$ cat src/rtl/list_pkg.sv
// Shared linked-list memory format: node layout constants and the
// list builder state encoding.
package list_pkg;

  typedef enum logic [2:0] {
    ST_IDLE    = 3'd0,
    ST_ACCEPT  = 3'd1,
    ST_WR_VAL  = 3'd2,
    ST_WR_NEXT = 3'd3,
    ST_DONE    = 3'd4
  } state_t;

  // Node k of a list sits at head + NODE_WORDS*k; value first, link second.
  localparam int VAL_OFS    = 0;
  localparam int NEXT_OFS   = 1;
  localparam int NODE_WORDS = 2;
  localparam int NULL_PTR   = 0;

endpackage

$ cat src/rtl/list_builder_fsm.sv
// Control FSM of the list builder: state register with Moore outputs
// registered alongside the state, so they always match the current state.
//
//   state      | meaning
//   -----------+-----------------------------------------------
//   ST_IDLE    | waiting for start; base checked on the start cycle
//   ST_ACCEPT  | in_ready high, waiting for an element handshake
//   ST_WR_VAL  | writing the latched value at ptr
//   ST_WR_NEXT | writing the link word at ptr+1 (next node or null)
//   ST_DONE    | done high; held until start is released
module list_builder_fsm
  import list_pkg::*;
(
  input  logic   clk,
  input  logic   rst,
  input  logic   start,
  input  logic   base_ok,
  input  logic   in_valid,
  input  logic   wr_end,
  output state_t state,
  output logic   done,
  output logic   in_ready,
  output logic   mem_we
);

  state_t state_nx;

  // Next-state decode.
  always_comb begin
    state_nx = state;
    case (state)
      ST_IDLE:    if (start) state_nx = base_ok ? ST_ACCEPT : ST_DONE;
      ST_ACCEPT:  if (in_valid) state_nx = ST_WR_VAL;
      ST_WR_VAL:  state_nx = ST_WR_NEXT;
      ST_WR_NEXT: state_nx = wr_end ? ST_DONE : ST_ACCEPT;
      ST_DONE:    if (!start) state_nx = ST_IDLE;
      default:    state_nx = ST_IDLE;
    endcase
  end

  // State register and the outputs that belong to the state being entered.
  always_ff @(posedge clk or negedge rst) begin
    if (!rst) begin
      state    <= ST_IDLE;
      done     <= 1'b0;
      in_ready <= 1'b0;
      mem_we   <= 1'b0;
    end else begin
      state    <= state_nx;
      done     <= (state_nx == ST_DONE);
      in_ready <= (state_nx == ST_ACCEPT);
      mem_we   <= (state_nx == ST_WR_VAL) || (state_nx == ST_WR_NEXT);
    end
  end

endmodule

$ cat src/rtl/list_builder.sv
// List builder top: streams elements into memory as a null-terminated
// singly linked list of contiguous two-word nodes starting at base.
module list_builder
  import list_pkg::*;
#(
  parameter int DW = 8,
  parameter int AW = 8
) (
  input  logic          clk,
  input  logic          rst,
  input  logic          start,
  input  logic [AW-1:0] base,
  output logic          done,
  output logic          err,
  output logic [AW-1:0] count,
  input  logic          in_valid,
  output logic          in_ready,
  input  logic [DW-1:0] in_data,
  input  logic          in_last,
  output logic          mem_we,
  output logic [AW-1:0] mem_addr,
  output logic [DW-1:0] mem_wdata
);

  // Highest legal head address of a following node: 2^AW - 2, so that its
  // link word still fits below the top of the address space.
  localparam logic [AW:0] PTR_LIMIT = {1'b0, {(AW-1){1'b1}}, 1'b0};

  state_t        state;
  logic [AW-1:0] ptr;
  logic [DW-1:0] data_q;
  logic          last_q;
  logic          base_ok;
  logic [AW:0]   ptr_step;
  logic          ovf;
  logic          wr_end;
  logic [AW-1:0] link;

  assign base_ok  = (base != '0) && (base != '1);
  assign ptr_step = {1'b0, ptr} + (AW+1)'(NODE_WORDS);
  assign ovf      = (ptr_step > PTR_LIMIT);
  assign wr_end   = last_q | ovf;
  assign link     = wr_end ? AW'(NULL_PTR) : ptr_step[AW-1:0];

  list_builder_fsm u_fsm (
    .clk      (clk),
    .rst      (rst),
    .start    (start),
    .base_ok  (base_ok),
    .in_valid (in_valid),
    .wr_end   (wr_end),
    .state    (state),
    .done     (done),
    .in_ready (in_ready),
    .mem_we   (mem_we)
  );

  // Datapath registers: node pointer, node count, error flag, element latch.
  always_ff @(posedge clk or negedge rst) begin
    if (!rst) begin
      ptr    <= '0;
      count  <= '0;
      err    <= 1'b0;
      data_q <= '0;
      last_q <= 1'b0;
    end else begin
      case (state)
        ST_IDLE: begin
          if (start) begin
            if (base_ok) begin
              ptr   <= base;
              count <= '0;
              err   <= 1'b0;
            end else begin
              err <= 1'b1;
            end
          end
        end
        ST_ACCEPT: begin
          if (in_valid) begin
            data_q <= in_data;
            last_q <= in_last;
          end
        end
        ST_WR_NEXT: begin
          count <= count + 1'b1;
          ptr   <= ptr_step[AW-1:0];
          if (!last_q && ovf) err <= 1'b1;
        end
        default: ;
      endcase
    end
  end

  // Write address/data mux; zero outside the two write states.
  always_comb begin
    mem_addr  = '0;
    mem_wdata = '0;
    case (state)
      ST_WR_VAL: begin
        mem_addr  = ptr + AW'(VAL_OFS);
        mem_wdata = data_q;
      end
      ST_WR_NEXT: begin
        mem_addr  = ptr + AW'(NEXT_OFS);
        mem_wdata = DW'(link);
      end
      default: ;
    endcase
  end

endmodule

$ cat config.mk
export PLATFORM = sky130hd
export DESIGN_NAME = list_builder
export DESIGN_NICKNAME = d
export VERILOG_FILES = /design/src/rtl/list_pkg.sv /design/src/rtl/list_builder_fsm.sv /design/src/rtl/list_builder.sv
export SDC_FILE = /design/constraint.sdc
export NUM_CORES = 1
export LEC_CHECK = 0
export BUFFER_PORTS_ARGS = -buffer_cell sky130_fd_sc_hd__buf_2
export CAP_MARGIN = 20
export CORE_UTILIZATION = 35
export CTS_CLUSTER_DIAMETER = 50
export DETAILED_ROUTE_END_ITERATION = 6
export GPL_ROUTABILITY_DRIVEN = 0
export HOLD_SLACK_MARGIN = 0.06
export PLACE_DENSITY = 0.59
export SYNTH_ARGS = -nofsm -noshare
export SYNTH_HDL_FRONTEND = slang
export SYNTH_SLANG_ARGS = --single-unit
export TNS_END_PERCENT = 30
$ cat constraint.sdc
create_clock -name clk -period 2.2 [get_ports clk]
set_input_delay 0 -clock clk [delete_from_list [all_inputs] [get_ports clk]]
set_output_delay 0 -clock clk [all_outputs]
set_load 0.005 [all_outputs]
After elaboration in Yosys (flattened, before gate mapping) --
Index checks and enable logic that the tools add are counted.
Word-level totals: bits in registers 32, bits of input ports 21
Cells by class: add/sub/neg operators 3, $lt $le $gt $ge 1, equality and inequality tests 12, multiplexer cells 19, bitwise gates (word level) 1, reduce and logical (&&, ||, !) cells 10
Operators by type and width (number):
- 8-bit one-hot mux with 2 select lines | 4
- 8-bit 2-to-1 mux | 5
- 8-bit by 1-bit adder with 8-bit output, second input constant | 2
- 3-bit 2-to-1 mux | 5
- 3-bit one-hot mux with 5 select lines | 1
- 3-bit by 2-bit == test with 1-bit output, second input constant | 4
- 8-bit by 2-bit adder with 9-bit output, second input constant | 1
- 9-bit by 8-bit greater-than comparator with 1-bit output, second input constant | 1
- 8-bit inequality test, second input constant | 1
- 8-bit nonzero test | 1
- 3-bit by 1-bit == test with 1-bit output, second input constant | 2
- 3-bit == test, second input constant | 2
- 3-bit AND reduction | 2
- 2-bit inequality test, second input constant | 2
- 3-bit logical NOT | 1
- 1-bit 2-to-1 mux | 3
- 1-bit logical AND | 2
- 2-bit by 1-bit inequality test with 1-bit output, second input constant | 1
- 1-bit one-hot mux with 2 select lines | 1
- 2-bit AND reduction | 1
- 2-bit nonzero test | 1
- 1-bit logical NOT | 1
- 1-bit logical OR | 1
- 1-bit OR | 1

Depth between registers and ports, before layout --
depth after elaboration 7, gate-level depth with buffers 7, depth with buffers taken out 6

Modules after synthesis --
A second synthesis with hierarchy kept.
Second synthesis, totals: cell total of the unflattened synthesis 206, area total of the unflattened synthesis 1970.6 um2
By module, submodules not included:
- list_builder | times used 1, cells each 185, area each 1720.4 um2, sequential area each 650.6 um2
- list_builder_fsm | times used 1, cells each 21, area each 250.2 um2, sequential area each 150.1 um2

Least setup slack after synthesis --
OpenSTA, ideal clock, no wires.
kind register to register, start register ptr[1], end register u_fsm.state[0], setup time 0.124 ns, arrival time 1.591 ns, slack 0.485 ns, stages on the path, launching flop included 8, cells stage by stage dfrtp_1 > inv_1 > ha_1 > inv_1 > a21oi_1 > o2111ai_1 > buf_2 > a211o_1
On the way: word-level cells in the longest chain between the ends 5
Ends and longest elaborated chain:
- start, declared | RTL line list_builder.sv:30 | logic [AW-1:0] ptr;
- start signal, assigned | RTL line list_builder.sv:71 | ptr <= base;
- start signal, assigned | RTL line list_builder.sv:87 | ptr <= ptr_step[AW-1:0];
- 8-bit by 2-bit adder with 9-bit output | RTL line list_builder.sv:40 | assign ptr_step = {1'b0, ptr} + (AW+1)'(NODE_WORDS);
- 9-bit by 8-bit greater-than comparator with 1-bit output | RTL line list_builder.sv:41 | assign ovf = (ptr_step > PTR_LIMIT);
- 1-bit OR | RTL line list_builder.sv:42 | assign wr_end = last_q | ovf;
- 3-bit 2-to-1 mux | RTL line list_builder_fsm.sv:35 | ST_WR_NEXT: state_nx = wr_end ? ST_DONE : ST_ACCEPT;
- 3-bit one-hot mux with 5 select lines | RTL line list_builder_fsm.sv:31 | case (state)
- named net u_fsm.state_nx[0] | RTL line list_builder_fsm.sv:26 | state_t state_nx;
- end signal, assigned | RTL line list_builder_fsm.sv:49 | state <= state_nx;
- end, declared | RTL line list_builder_fsm.sv:20 | output state_t state,
The timed path passes the listed nets, and every way through them passes these cells. A chain may end at the register's enable or synchronous reset.

Worst setup path in the final report --
start register ptr[1], end output port mem_wdata[7]
On the way: word-level cells in the longest chain between the ends 5
Ends and longest elaborated chain:
- 8-bit by 2-bit adder with 9-bit output * | RTL line list_builder.sv:40
- 9-bit by 8-bit greater-than comparator with 1-bit output | RTL line list_builder.sv:41
- 1-bit OR | RTL line list_builder.sv:42
- 8-bit 2-to-1 mux * | RTL line list_builder.sv:43 | assign link = wr_end ? AW'(NULL_PTR) : ptr_step[AW-1:0];
- 8-bit one-hot mux with 2 select lines * | RTL line list_builder.sv:99 | case (state)
- end, declared | RTL line list_builder.sv:22 | output logic [DW-1:0] mem_wdata
Mark *: on every way between the ends. The rest lies on a longest branch, timed or not.

==> flow_metrics.py <==
metrics = {
    "run_status": {
        "status": "complete, no violations",
    },
    "timing": {
        "setup_slack_ps": 164,
        "slew_headroom_pct": 51.7,
        "setup-tns-final_ps": 0,
        "fin_skew_ps": 8.97,
        "hold_viol_final": 0,
        "worstMarginPinSlew_ps": 724,
        "fmax_ghz": 0.491,
        "setup_viol": 0,
        "slew_viol_final": 0,
        "post-route-min-period_ps": 2040,
        "post-route-period-util_pct": 92.6,
        "rsz0062_at_grt": "no",
    },
    "hold_path": {
        "hold_depth": 3,
        "min_from": "base[6]",
        "hold_path.class": "in2reg",
        "holdPathEnd": "ptr[6]",
    },
    "clocking": {
        "insertion_delay_ps": 290,
        "cts_tree": "yes",
        "htree_levels": 2,
        "cts_buffers": 5,
        "clkSinkCount": 32,
        "path_clk_slew_ps": 70,
        "cts_buffer_depth": 2,
        "cts-root-buf": "clkbuf_8",
    },
    "logic_synthesis": {
        "yosysTopAreaCell": "dfrtp_1",
        "post-synth-top-count-cell": "dfrtp_1",
        "synth_top_cell_area_share_pct": 41.4,
        "synth_area_leaders": "dfrtp_1 41%, mux2_2 5.8%, ha_1 3.9%",
        "synth_common_cells": "32 x dfrtp_1, 20 x nor2_1, 10 x mux2_2",
        "synth-edff-count": 0,
        "synthAdderAreaFrac_pct": 3.88,
        "synth_compound_area_share_pct": 17.3,
        "synth_seq_cells": 32,
        "synth_warnings": 0,
        "syn-num-nets": 225,
        "muxShareOfSynthArea_pct": 6.34,
        "yosysSeqAreaShare_pct": 41.4,
        "synthArstFlopShare_pct": 100,
        "synth_xor_area_share_pct": 6.34,
        "syn_area_sq_um": 1930,
        "yosys.area_share.simple_pct": 20.4,
        "yosysUniqueCellTypes": 48,
        "synth_ff_type": "dfrtp_1",
        "synth_area_per_cell_sq_um": 9.77,
        "synth_top_family_by_area": "simple AND/OR/NAND/NOR gates",
        "synthCells": 198,
    },
    "power": {
        "internal_power_mw": 1.86,
        "vdd_drop_max_v": 0.000523,
        "clkPwrFrac_pct": 18.5,
        "power_frac_comb_pct": 45.4,
        "p_leak_nw": 1.17,
        "seq_power_share_pct": 36.0,
        "p_switching_mw": 1.22,
        "swShare_pct": 39.6,
        "p_per_area_nw_per_um2": 1200,
    },
    "global_route": {
        "grt_overflow": 0,
        "globalRouteTotalUtil_pct": 18.4,
        "grt_pass1_vias": 1701,
        "antenna_found_initial": 0,
        "grt_pass1_wl_um": 8400,
        "grt_max_degree": 33,
    },
    "worst_setup_path": {
        "cpPeakStageDelay_ps": 470,
        "startpoint_type": "flip-flop",
        "crit_path_max_fanout": 10,
        "cp.required_ps": 2200,
        "critPathSlowestCell": "dfrtp_2",
        "worstPathArrival_ps": 2040,
        "rr_endpoint": "ptr[1]",
        "cp_common_cell": "inv_1",
        "critical_path_class": "reg2out",
        "rrSetupSlack_ps": 380,
        "rr_worst_depth": 5,
        "crit_chain": "inv_1, ha_1, inv_1, a21oi_1, o2111ai_1, buf_4, a32o_1, buf_2",
        "critical-path-top-delay-family": "compound AO/OA/AOI/OAI gates",
        "cp.buffers_inverters": 4,
        "r2r-start": "u_fsm.state[1]",
        "worstSetupEndpointType": "output pin",
    },
    "die": {
        "placement_rows": 26,
        "initial_core_util_pct": 37.2,
        "die_area_sq_um": 5830,
        "core_region_area_sq_um": 5200,
        "io_pins": 49,
        "die_w_um": 76.3,
        "die_y_um": 76.3,
    },
    "detailed_routing": {
        "drc": 0,
        "drt_wl_total_um": 4990,
        "vias": 1776,
        "routedWlPerCell_um": 14.7,
        "first_pass_iters": 4,
        "postRouteAntennaNets": 0,
        "drtIter0Drc": 45,
        "via_per_inst": 5.24,
    },
    "place": {
        "dp_worst_setup_slack_ps": 376,
        "placed_cell_area_sq_um": 2280,
        "portBuffers": 48,
        "dp_hpwl_um": 3690,
    },
    "finish": {
        "drive_above_1_share_pct": 33.8,
        "areaGrowthSynthToFinish_pct": 32.8,
        "final_area_sq_um": 2570,
        "nFillCells": 500,
        "num_antenna_cells": 0,
        "final_nets": 295,
    },
    "job": {
        "maxCapViolations": 0,
    },
}
==> metal layers <==
layer | vias to the layer above | global-route usage [%] | wire length, um
met5 | - | 0 | 0
met4 | 0 | 4.62 | 68
met3 | 7 | 4.07 | 269
met2 | 49 | 29.3 | 2280
met1 | 847 | 25.3 | 2370
li1 | 873 | - | -
==> layout by cell type (no fill, tap or decap), types with 7 or more instances in the layout <==
master and instances:
buf_2 48, dfrtp_1 30, nor2_1 20, dlygate4sd3_1 17, mux2_2 10, buf_4 10
nand3_1 8, xnor2_1 8, nand2_1 8, o21ai_0 8, inv_1 7, nand4_1 7
nor3_1 7, a32o_1 7
==> flip-flops by register name, summed over array words and instances, names as in the netlist <==
signal	flops
data_q	8
last_q	1
ptr	8
err	1
u_fsm.state	3
u_fsm.done	1
u_fsm.mem_we	1
u_fsm.in_ready	1
count	8
==> tightest hold or removal path: cells and delay by family <==
family                 cells  cell delay (ps)
AOI/OAI and AO/OA          1              100
and+or+nand+nor            1              150
buffers and inverters      1              100
==> logic make-up after synthesis <==
group,after synthesis
multiplexers,11
buffers and inverters,19
flip-flops,32
AND/OR/NAND/NOR,73
AO/OA/AOI/OAI,43
XOR/XNOR,14
adder cells (fa/ha/maj),6
==> power by group through the flow <==
stage	clock, mW	combinational, mW	sequential [mW]
after global routing	0.613	1.56	1.15
final	0.571	1.40	1.11
after CTS	0.590	1.41	1.10
after detailed placement	0	1.38	1.11
after global placement	0	1.38	1.10
after floorplan	0	1.01	0.980
==> worst max-delay path by stage <==
| stage | startpoint | to | cells past startpoint |
|---|---|---|---|
| after floorplan | ptr[1] | u_fsm.state[0] | 7 |
| after global placement | u_fsm.state[1] | ptr[1] | 5 |
| after detailed placement | ptr[1] | mem_wdata[2] | 8 |
| after CTS | ptr[1] | mem_wdata[2] | 8 |
| after global routing | ptr[1] | mem_wdata[7] | 8 |
| final | ptr[1] | mem_wdata[7] | 8 |
==> metrics by stage <==
stage	hold WS, ps	power (mW)	utilization (%)	std cells
2_1_floorplan	-296	1.99	-	198
3_3_place_gp	104	2.49	43.8	313
3_5_place_dp	106	2.49	43.8	313
4_1_cts	99.4	3.10	49.2	338
5_1_grt	124	3.33	49.4	339
6_report	100	3.08	49.4	339
==> repair_timing <==
item | 4_1_cts | 5_1_grt
endpoints found under the setup margin | 0 | 8
endpoints found under the hold margin | 48 | 0
hold buffers | 17 | 0
resized for setup | 0 | 2
setup buffers | 0 | 1
==> layout make-up <==
type | count | area [sq um] | area share, %
Timing Repair Buffer | 75 | 485 | 18.9
Multi-Input combinational cell | 147 | 1050 | 41.1
Clock inverter | 3 | 42.5 | 1.66
Inverter | 7 | 26.3 | 1.02
Sequential cell | 32 | 803 | 31.3
Tap cell | 70 | 87.6 | 3.41
Clock buffer | 5 | 68.8 | 2.68
(Power assumes the default switching activity.)
